**config.mk**
```make
export PLATFORM = sky130hd
export DESIGN_NAME = multiport_register_file
export DESIGN_NICKNAME = d
export VERILOG_FILES = /design/src/rtl/rf_pkg.sv /design/src/rtl/rf_scoreboard.sv /design/src/rtl/multiport_register_file.sv
export SDC_FILE = /design/constraint.sdc
export NUM_CORES = 1
export LEC_CHECK = 0
export ABC_CLOCK_PERIOD_IN_PS = 10100
export BUFFER_PORTS_ARGS = -buffer_cell sky130_fd_sc_hd__buf_4
export CORE_MARGIN = 5
export CORE_UTILIZATION = 46
export CTS_CLUSTER_DIAMETER = 30
export DETAILED_ROUTE_END_ITERATION = 16
export PLACE_DENSITY_LB_ADDON = 0.12
export SYNTH_ARGS = -nofsm -noshare
export SYNTH_HDL_FRONTEND = slang
export SYNTH_SLANG_ARGS = --single-unit
export TNS_END_PERCENT = 50
```
**constraint.sdc**
```tcl
create_clock -name clk -period 10.1 [get_ports clk]
set_clock_uncertainty 0.1 [all_clocks]
set_input_delay 0.505 -clock clk [delete_from_list [all_inputs] [get_ports clk]]
set_output_delay 0.505 -clock clk [all_outputs]
set_load 0.01 [all_outputs]
```
**src/rtl/rf_pkg.sv**
```systemverilog
// Shared types and helpers for the multiport register file and its scoreboard.
package rf_pkg;

   typedef enum logic {RF_CLEAR, RF_RUN} rf_state_e;

   localparam int RF_XLEN  = 32;
   localparam int RF_NREGS = 32;
   localparam int MAX_WR   = 2;

   // Returns the highest-numbered write port whose hit bit is set, or -1.
   function automatic int wr_sel(input logic [MAX_WR-1:0] hit);
      int sel;
      sel = -1;
      for (int i = 0; i < MAX_WR; i++) begin
         if (hit[i]) sel = i;
      end
      return sel;
   endfunction

endpackage

```
**src/rtl/rf_scoreboard.sv**
```systemverilog
// Per-register pending-write bits: issue sets, writeback clears, and the
// read-side lookup masks a register that is being written this cycle.
module rf_scoreboard #(
   parameter int NREGS    = 32,
   parameter int NUM_RD   = 2,
   parameter int NUM_WR   = 1,
   parameter int ZERO_REG = 1,
   localparam int AW      = $clog2(NREGS)
) (
   input  logic                         clk,
   input  logic                         rst,
   input  logic                         ready,
   input  logic [NUM_WR-1:0]            wr_act,
   input  logic [NUM_WR-1:0][AW-1:0]    wr_addr,
   input  logic                         set_en,
   input  logic [AW-1:0]                set_addr,
   input  logic [NUM_RD-1:0][AW-1:0]    rd_addr,
   output logic [NUM_RD-1:0]            rd_pending
);

   logic [NREGS-1:0]  pending;
   logic [NREGS-1:0]  pending_n;
   logic [NUM_RD-1:0] rd_fwd;

   // Set is applied after the clears so a newly issued producer wins
   // over one retiring to the same register in the same cycle.
   always_comb begin
      pending_n = pending;
      for (int i = 0; i < NUM_WR; i++) begin
         if (wr_act[i]) pending_n[wr_addr[i]] = 1'b0;
      end
      if (ready && set_en && !(ZERO_REG != 0 && set_addr == '0))
         pending_n[set_addr] = 1'b1;
   end

   always_ff @(posedge clk) begin
      if (rst) pending <= '0;
      else     pending <= pending_n;
   end

   always_comb begin
      rd_fwd = '0;
      for (int j = 0; j < NUM_RD; j++) begin
         for (int i = 0; i < NUM_WR; i++) begin
            if (wr_act[i] && wr_addr[i] == rd_addr[j]) rd_fwd[j] = 1'b1;
         end
         rd_pending[j] = ready & pending[rd_addr[j]] & ~rd_fwd[j];
      end
   end

endmodule

```
**src/rtl/multiport_register_file.sv**
```systemverilog
// Parametrised decode-stage register file: NUM_RD read ports, NUM_WR write
// ports with write-through forwarding, pending scoreboard and post-reset clear.
module multiport_register_file
   import rf_pkg::*;
#(
   parameter int XLEN     = RF_XLEN,
   parameter int NREGS    = RF_NREGS,
   parameter int NUM_RD   = 2,
   parameter int NUM_WR   = 1,
   parameter int ZERO_REG = 1,
   localparam int AW      = $clog2(NREGS)
) (
   input  logic                          clk,
   input  logic                          rst,
   input  logic [NUM_WR-1:0]             wr_en,
   input  logic [NUM_WR-1:0][AW-1:0]     wr_addr,
   input  logic [NUM_WR-1:0][XLEN-1:0]   wr_data,
   input  logic [NUM_RD-1:0][AW-1:0]     rd_addr,
   output logic [NUM_RD-1:0][XLEN-1:0]   rd_data,
   output logic [NUM_RD-1:0]             rd_pending,
   input  logic                          sb_set_en,
   input  logic [AW-1:0]                 sb_set_addr,
   output logic                          ready
);

   rf_state_e state, state_n;
   logic [AW-1:0] clr_idx;

   logic [XLEN-1:0] mem [NREGS];

   logic [NUM_WR-1:0]                 wr_act;
   logic [NUM_WR-1:0]                 mem_we;
   logic [NUM_WR-1:0][AW-1:0]         mem_wa;
   logic [NUM_WR-1:0][XLEN-1:0]       mem_wd;
   logic [NUM_RD-1:0][MAX_WR-1:0]     rd_hit;

   assign ready = (state == RF_RUN);

   always_ff @(posedge clk) begin
      if (rst) begin
         state   <= RF_CLEAR;
         clr_idx <= '0;
      end else begin
         state <= state_n;
         if (state == RF_CLEAR) clr_idx <= clr_idx + AW'(1);
      end
   end

   always_comb begin
      state_n = state;
      if (state == RF_CLEAR && clr_idx == AW'(NREGS - 1)) state_n = RF_RUN;
   end

   always_comb begin
      for (int i = 0; i < NUM_WR; i++) begin
         wr_act[i] = ready && wr_en[i] && (ZERO_REG == 0 || wr_addr[i] != '0);
      end
   end

   // Port 0 doubles as the clear port so the array keeps one write path per port.
   always_comb begin
      mem_we = wr_act;
      mem_wa = wr_addr;
      mem_wd = wr_data;
      if (!ready) begin
         mem_we[0] = 1'b1;
         mem_wa[0] = clr_idx;
         mem_wd[0] = '0;
      end
   end

   always_ff @(posedge clk) begin
      for (int i = 0; i < NUM_WR; i++) begin
         if (mem_we[i]) mem[mem_wa[i]] <= mem_wd[i];
      end
   end

   always_comb begin
      rd_hit = '0;
      for (int j = 0; j < NUM_RD; j++) begin
         for (int i = 0; i < NUM_WR; i++) begin
            rd_hit[j][i] = wr_act[i] && wr_addr[i] == rd_addr[j];
         end
      end
   end

   always_comb begin
      for (int j = 0; j < NUM_RD; j++) begin
         rd_data[j] = mem[rd_addr[j]];
         for (int i = 0; i < NUM_WR; i++) begin
            if (i == wr_sel(rd_hit[j])) rd_data[j] = wr_data[i];
         end
         if (!ready || (ZERO_REG != 0 && rd_addr[j] == '0)) rd_data[j] = '0;
      end
   end

   rf_scoreboard #(
      .NREGS    (NREGS),
      .NUM_RD   (NUM_RD),
      .NUM_WR   (NUM_WR),
      .ZERO_REG (ZERO_REG)
   ) u_scoreboard (
      .clk        (clk),
      .rst        (rst),
      .ready      (ready),
      .wr_act     (wr_act),
      .wr_addr    (wr_addr),
      .set_en     (sb_set_en),
      .set_addr   (sb_set_addr),
      .rd_addr    (rd_addr),
      .rd_pending (rd_pending)
   );

endmodule

```
# Word level (Yosys, flattened, before mapping)
# Memory sizes are Yosys's and may differ from the RTL's.
# Index checks and enable logic that the tools add are counted.
# totals
elab_cells	66
out_inout_bits	67
memories	1
regBits	38
ram_bits	1024
# classes
reduce_logical	19
bitwise	10
n_addsub	1
n_mux	23
eq_ne	3
order_cmp	6
# memory_table
name	words	word_bits	rd	rd_ports_with_merged_regs	wr	line_no	rtl
mem	32	32	2	0	1	multiport_register_file.sv:29	logic [XLEN-1:0] mem [NREGS];
# ops
cell	n
two-way mux 32 bit	9
logical NOT 32 bit	2
AND 32 bit	1
NOT 32 bit	1
bitwise OR 32 bit	1
< comparator 5 x 6 -> 1 bit (second input constant)	4
logical NOT 5 bit	3
binary-select mux 1 bit (select 5 bit)	2
demux 1 bit (select 5 bit)	2
== test 5 bit	2
>= comparator 5 x 1 -> 1 bit (second input constant)	2
logical AND 1 bit	9
two-way mux 1 bit	9
adder 5 x 1 -> 5 bit (second input constant)	1
== test 5 bit (second input constant)	1
two-way mux 5 bit	1
nonzero test 5 bit	1
AND 1 bit	4
NOT 1 bit	3
logical NOT 1 bit	2
logical OR 1 bit	2

# Logic depth before layout (Yosys ltp)
# logic_depth
word_depth	9
ltp_mapped	10
ltp_nobuf	5

# Hierarchy
# From an unflattened synthesis, not the netlist that was laid out.
# hier_totals
hier_cells	2959
hier_area_um2	50718.6
# by_module_without_submodules
module	area_per_inst_um2	seq_area_each_um2	cells_per_inst	instances
multiport_register_file	48650.4	30869.6	2729	1
rf_scoreboard	2068.2	640.6	230	1

# Least setup slack after synthesis
# OpenSTA, ideal clock, no wires.
# synth_timing
kind	flip-flop to flip-flop
from	reg state, in the netlist ready
to	mem mem[20][0] (netlist name) (enable)
slack_ns	6.816
synth_period_minus_slack_ns	3.284
n_path_buf	2
stages_incl_launch_ff	6
arrival_ns	2.763
setup_time_ns	0.421
path_cell_list	dfxtp_1 clkbuf_1 clkbuf_1 mux2i_1 nand2_1 nor2_1
# synth_via
elab_chain_len	5
# synth_rtl
item	line_no	rtl
from (decl)	multiport_register_file.sv:26	rf_state_e state, state_n;
from (signal assigned)	multiport_register_file.sv:44	state <= state_n;
logical AND 1 bit (2 in a row)	multiport_register_file.sv:56	wr_act[i] = ready && wr_en[i] && (ZERO_REG == 0 || wr_addr[i] != '0);
two-way mux 1 bit	multiport_register_file.sv:65	if (!ready) begin
two-way mux 1 bit	multiport_register_file.sv:74	if (mem_we[i]) mem[mem_wa[i]] <= mem_wd[i];
two-way mux 1 bit (not written as such)	multiport_register_file.sv:74	
to (decl)	multiport_register_file.sv:29	
# Several ways; a longest one is shown, not always the timed one.

==> impl_metrics.py <==
metrics = {
    "hold_path": {
        "min_path_type": "input port to flop",
    },
    "final_layout": {
        "post-route-util_pct": 55.06,
        "layout.nets": 3262,
        "final_area_um2": 59930,
        "syn2layout_area_growth_pct": 18.98,
        "drive_above_1_share_pct": 25.47,
    },
    "clocking": {
        "cts_made_buffers": 208,
        "cts-resized-gates": 0,
        "clock_latency_ns": 0.76,
        "clk_pin_slew_ns": 0.04,
        "cts.sink_count": 1062,
        "clockBufferDepth": 3,
        "cts-root-buf": "clkbuf_16",
        "cts_tree": "yes",
        "cts.htree.levels": 4,
    },
    "critical_path": {
        "cp_top_family": "buffers and inverters",
        "cpMostUsedCell": "buf_4",
        "critPathMaxStageDelay_ns": 0.83,
        "cpMaxStageDelayCell": "buf_4",
        "path_cells": "buf_4 -> buf_4 -> or3b_4 -> buf_4 -> o22ai_1 -> nor4_1 -> a31oi_1 -> a22o_1 -> buf_4",
        "cp.arrival_ns": 4.88,
        "endpoint_kind": "primary output",
        "critPathLaunchType": "input port",
        "crit_type": "input port to primary output",
        "crit_required_ns": 9.50,
        "path_buf_inv": 4,
        "path_max_fanout": 46,
    },
    "logic_synthesis": {
        "synth_area_um2": 50370,
        "synth_most_common_cell": "edfxtp_1",
        "ys_top_cells_by_count": "1,024 x edfxtp_1, 523 x mux2i_1, 247 x mux4_2",
        "synth_top_area_share_pct": 61.05,
        "synth_area_leader_cell": "edfxtp_1",
        "yosysSeqAreaShare_pct": 62.56,
        "synth_cell_types": 51,
        "synth_edf_count": 1024,
        "ys.flop_type": "edfxtp_1",
        "synth_nets": 3102,
        "synth.avg_cell_area_um2": 16.55,
        "ys_ff_latch": 1062,
        "ys_warn_count": 0,
        "netlist_instances": 3044,
        "synth.area.top_cells": "edfxtp_1 61%, mux4_2 11%, mux2i_1 10%, o22ai_1 2.9%, mux4_1 2.0%",
        "async_flop_share_pct": 0,
    },
    "floorplanning": {
        "pin_count": 123,
        "die_area_um2": 116200,
        "initial_core_util_pct": 46.27,
        "dieWidth_um": 340.9,
        "core_area_um2": 108900,
        "die_h_um": 340.9,
        "num_rows": 121,
    },
    "routing": {
        "viasPerCell": 6.780,
        "antenna_left": 0,
        "dr.pass1.iters": 6,
        "drc": 0,
        "vias": 32580,
        "wire_per_inst_um": 35.38,
        "drtIter0Drc": 3991,
        "drt-total-wl_mm": 170.0,
    },
    "placement": {
        "io_buffers": 122,
        "post-dp-hpwl_mm": 91.01,
        "place_ws_ns": 4.782,
        "place_area_um2": 52770,
        "place.gp.congestion": 0.8307,
    },
    "power": {
        "powerDensity_nw_per_um2": 207.9,
        "p_leak_nw": 20.70,
        "ir_drop_mv": 0.1655,
    },
    "global_route": {
        "grt_first_pass_wirelength_mm": 241.3,
        "overflow": 0,
        "grtUsageTotal_pct": 28.83,
        "grt_pass1_vias": 33730,
        "grt_max_degree": 130,
        "antenna_found_initial": 4,
    },
    "timing": {
        "hold_ws_ns": 0.05524,
        "fmax_mhz": 182.4,
        "min_period_over_period_pct": 54.29,
        "worst_pin_slew_ns": 1.351,
        "setup_viol": 0,
        "finalCriticalPeriod_ns": 5.484,
        "drv_slew": 0,
        "rsz0062_at_grt": "no",
        "hold_viol": 0,
        "tns_ns": 0,
        "slew-limit-headroom_pct": 9.730,
        "setup_ws_ns": 4.616,
    },
    "job": {
        "cap_viol_max_count": 0,
    },
    "outcome": {
        "outcome": "finished, final reports clean",
    },
}
==> cell families after synthesis <==
group | after synthesis | synth area share (%)
flip-flops | 1062 | 62.56
multiplexers | 831 | 23.93
AO/OA/AOI/OAI | 544 | 7.529
AND/OR/NAND/NOR | 336 | 3.279
buffers and inverters | 256 | 2.424
XOR/XNOR | 13 | 0.2260
adder cells (fa/ha/maj) | 2 | 0.04967
==> worst paths after layout <==
path / start / end / slack (ns) / depth (start not counted)
max: rd_addr[2] / rd_data[12] / 4.62 / 9
max reg2reg: ready$_SDFFE_PP0P_ / mem[19][26]$_DFFE_PP_ / 6.04 / 7
min reg2reg: u_scoreboard.pending[0]$_SDFF_PP0_ / u_scoreboard.pending[0]$_SDFF_PP0_ / 0.38 / 1
min: rst / u_scoreboard.pending[0]$_SDFF_PP0_ / 0.06 / 2
==> cell type report <==
cell class | instances | area (um2)
Sequential cell | 1062 | 31510
Inverter | 4 | 15.01
Tap cell | 1414 | 1769
Clock buffer | 233 | 5363
Multi-Input combinational cell | 1726 | 17950
Antenna cell | 4 | 10.01
Fill cell | 8433 | 48920
Timing Repair Buffer | 202 | 1582
Clock inverter | 161 | 1729
==> repair_timing <==
action / CTS / global route
endpoints found under the hold margin: 20 / 0
buffers inserted: 0 / 0
hold buffers: 6 / 0
==> cell usage in the layout (no fill, tap or decap), drive strengths merged, types with 23 or more instances in the layout <==
cell / Yosys / routed
edfxtp: 1024 / 1024
mux2i: 523 / 523
mux4: 285 / 285
clkbuf: 110 / 234
o22ai: 230 / 230
buf: 142 / 195
nor2: 100 / 100
clkinv: 1 / 78
nand2: 71 / 71
a22o: 64 / 64
a22oi: 63 / 63
o21ai: 53 / 53
nor3: 43 / 43
dfxtp: 38 / 38
inv: 3 / 36
and2: 35 / 35
nor4: 33 / 33
a31oi: 33 / 33
a21oi: 32 / 32
a32o: 31 / 31
bufinv: 0 / 26
clkinvlp: 0 / 25
mux2: 23 / 23
==> state kept, by name, indices dropped and copies added, names as in the netlist <==
signal and flops:
ready 1, clr_idx 5, mem 1024, u_scoreboard.pending 32
==> power breakdown <==
part | total (mW) | leakage (nW) | internal, mW | switching (mW)
sequential | 4.85 | 9.54 | 4.82 | 0.0218
clock | 6.86 | 3.41 | 4.50 | 2.36
combinational | 0.756 | 7.76 | 0.276 | 0.480
total | 12.5 | 20.7 | 9.60 | 2.86
==> per-stage QoR <==
| step | power, mW | cells |
|---|---|---|
| floorplan | 5.391 | 3044 |
| global placement | 5.662 | 4402 |
| detailed placement | 5.669 | 4402 |
| CTS | 12.52 | 4802 |
| global route | 12.79 | 4802 |
| finish | 12.46 | 4806 |
==> routing by layer <==
| metal | vias to the layer above | GRT usage (%) | wire [um] |
|---|---|---|---|
| met3 | 402 | 6.229 | 16070 |
| met5 | - | 0 | 0 |
| li1 | 13180 | - | - |
| met1 | 17090 | 38.89 | 67160 |
| met4 | 0 | 11.94 | 6966 |
| met2 | 1910 | 45.82 | 79830 |
Power figures use the tool's default switching activity.
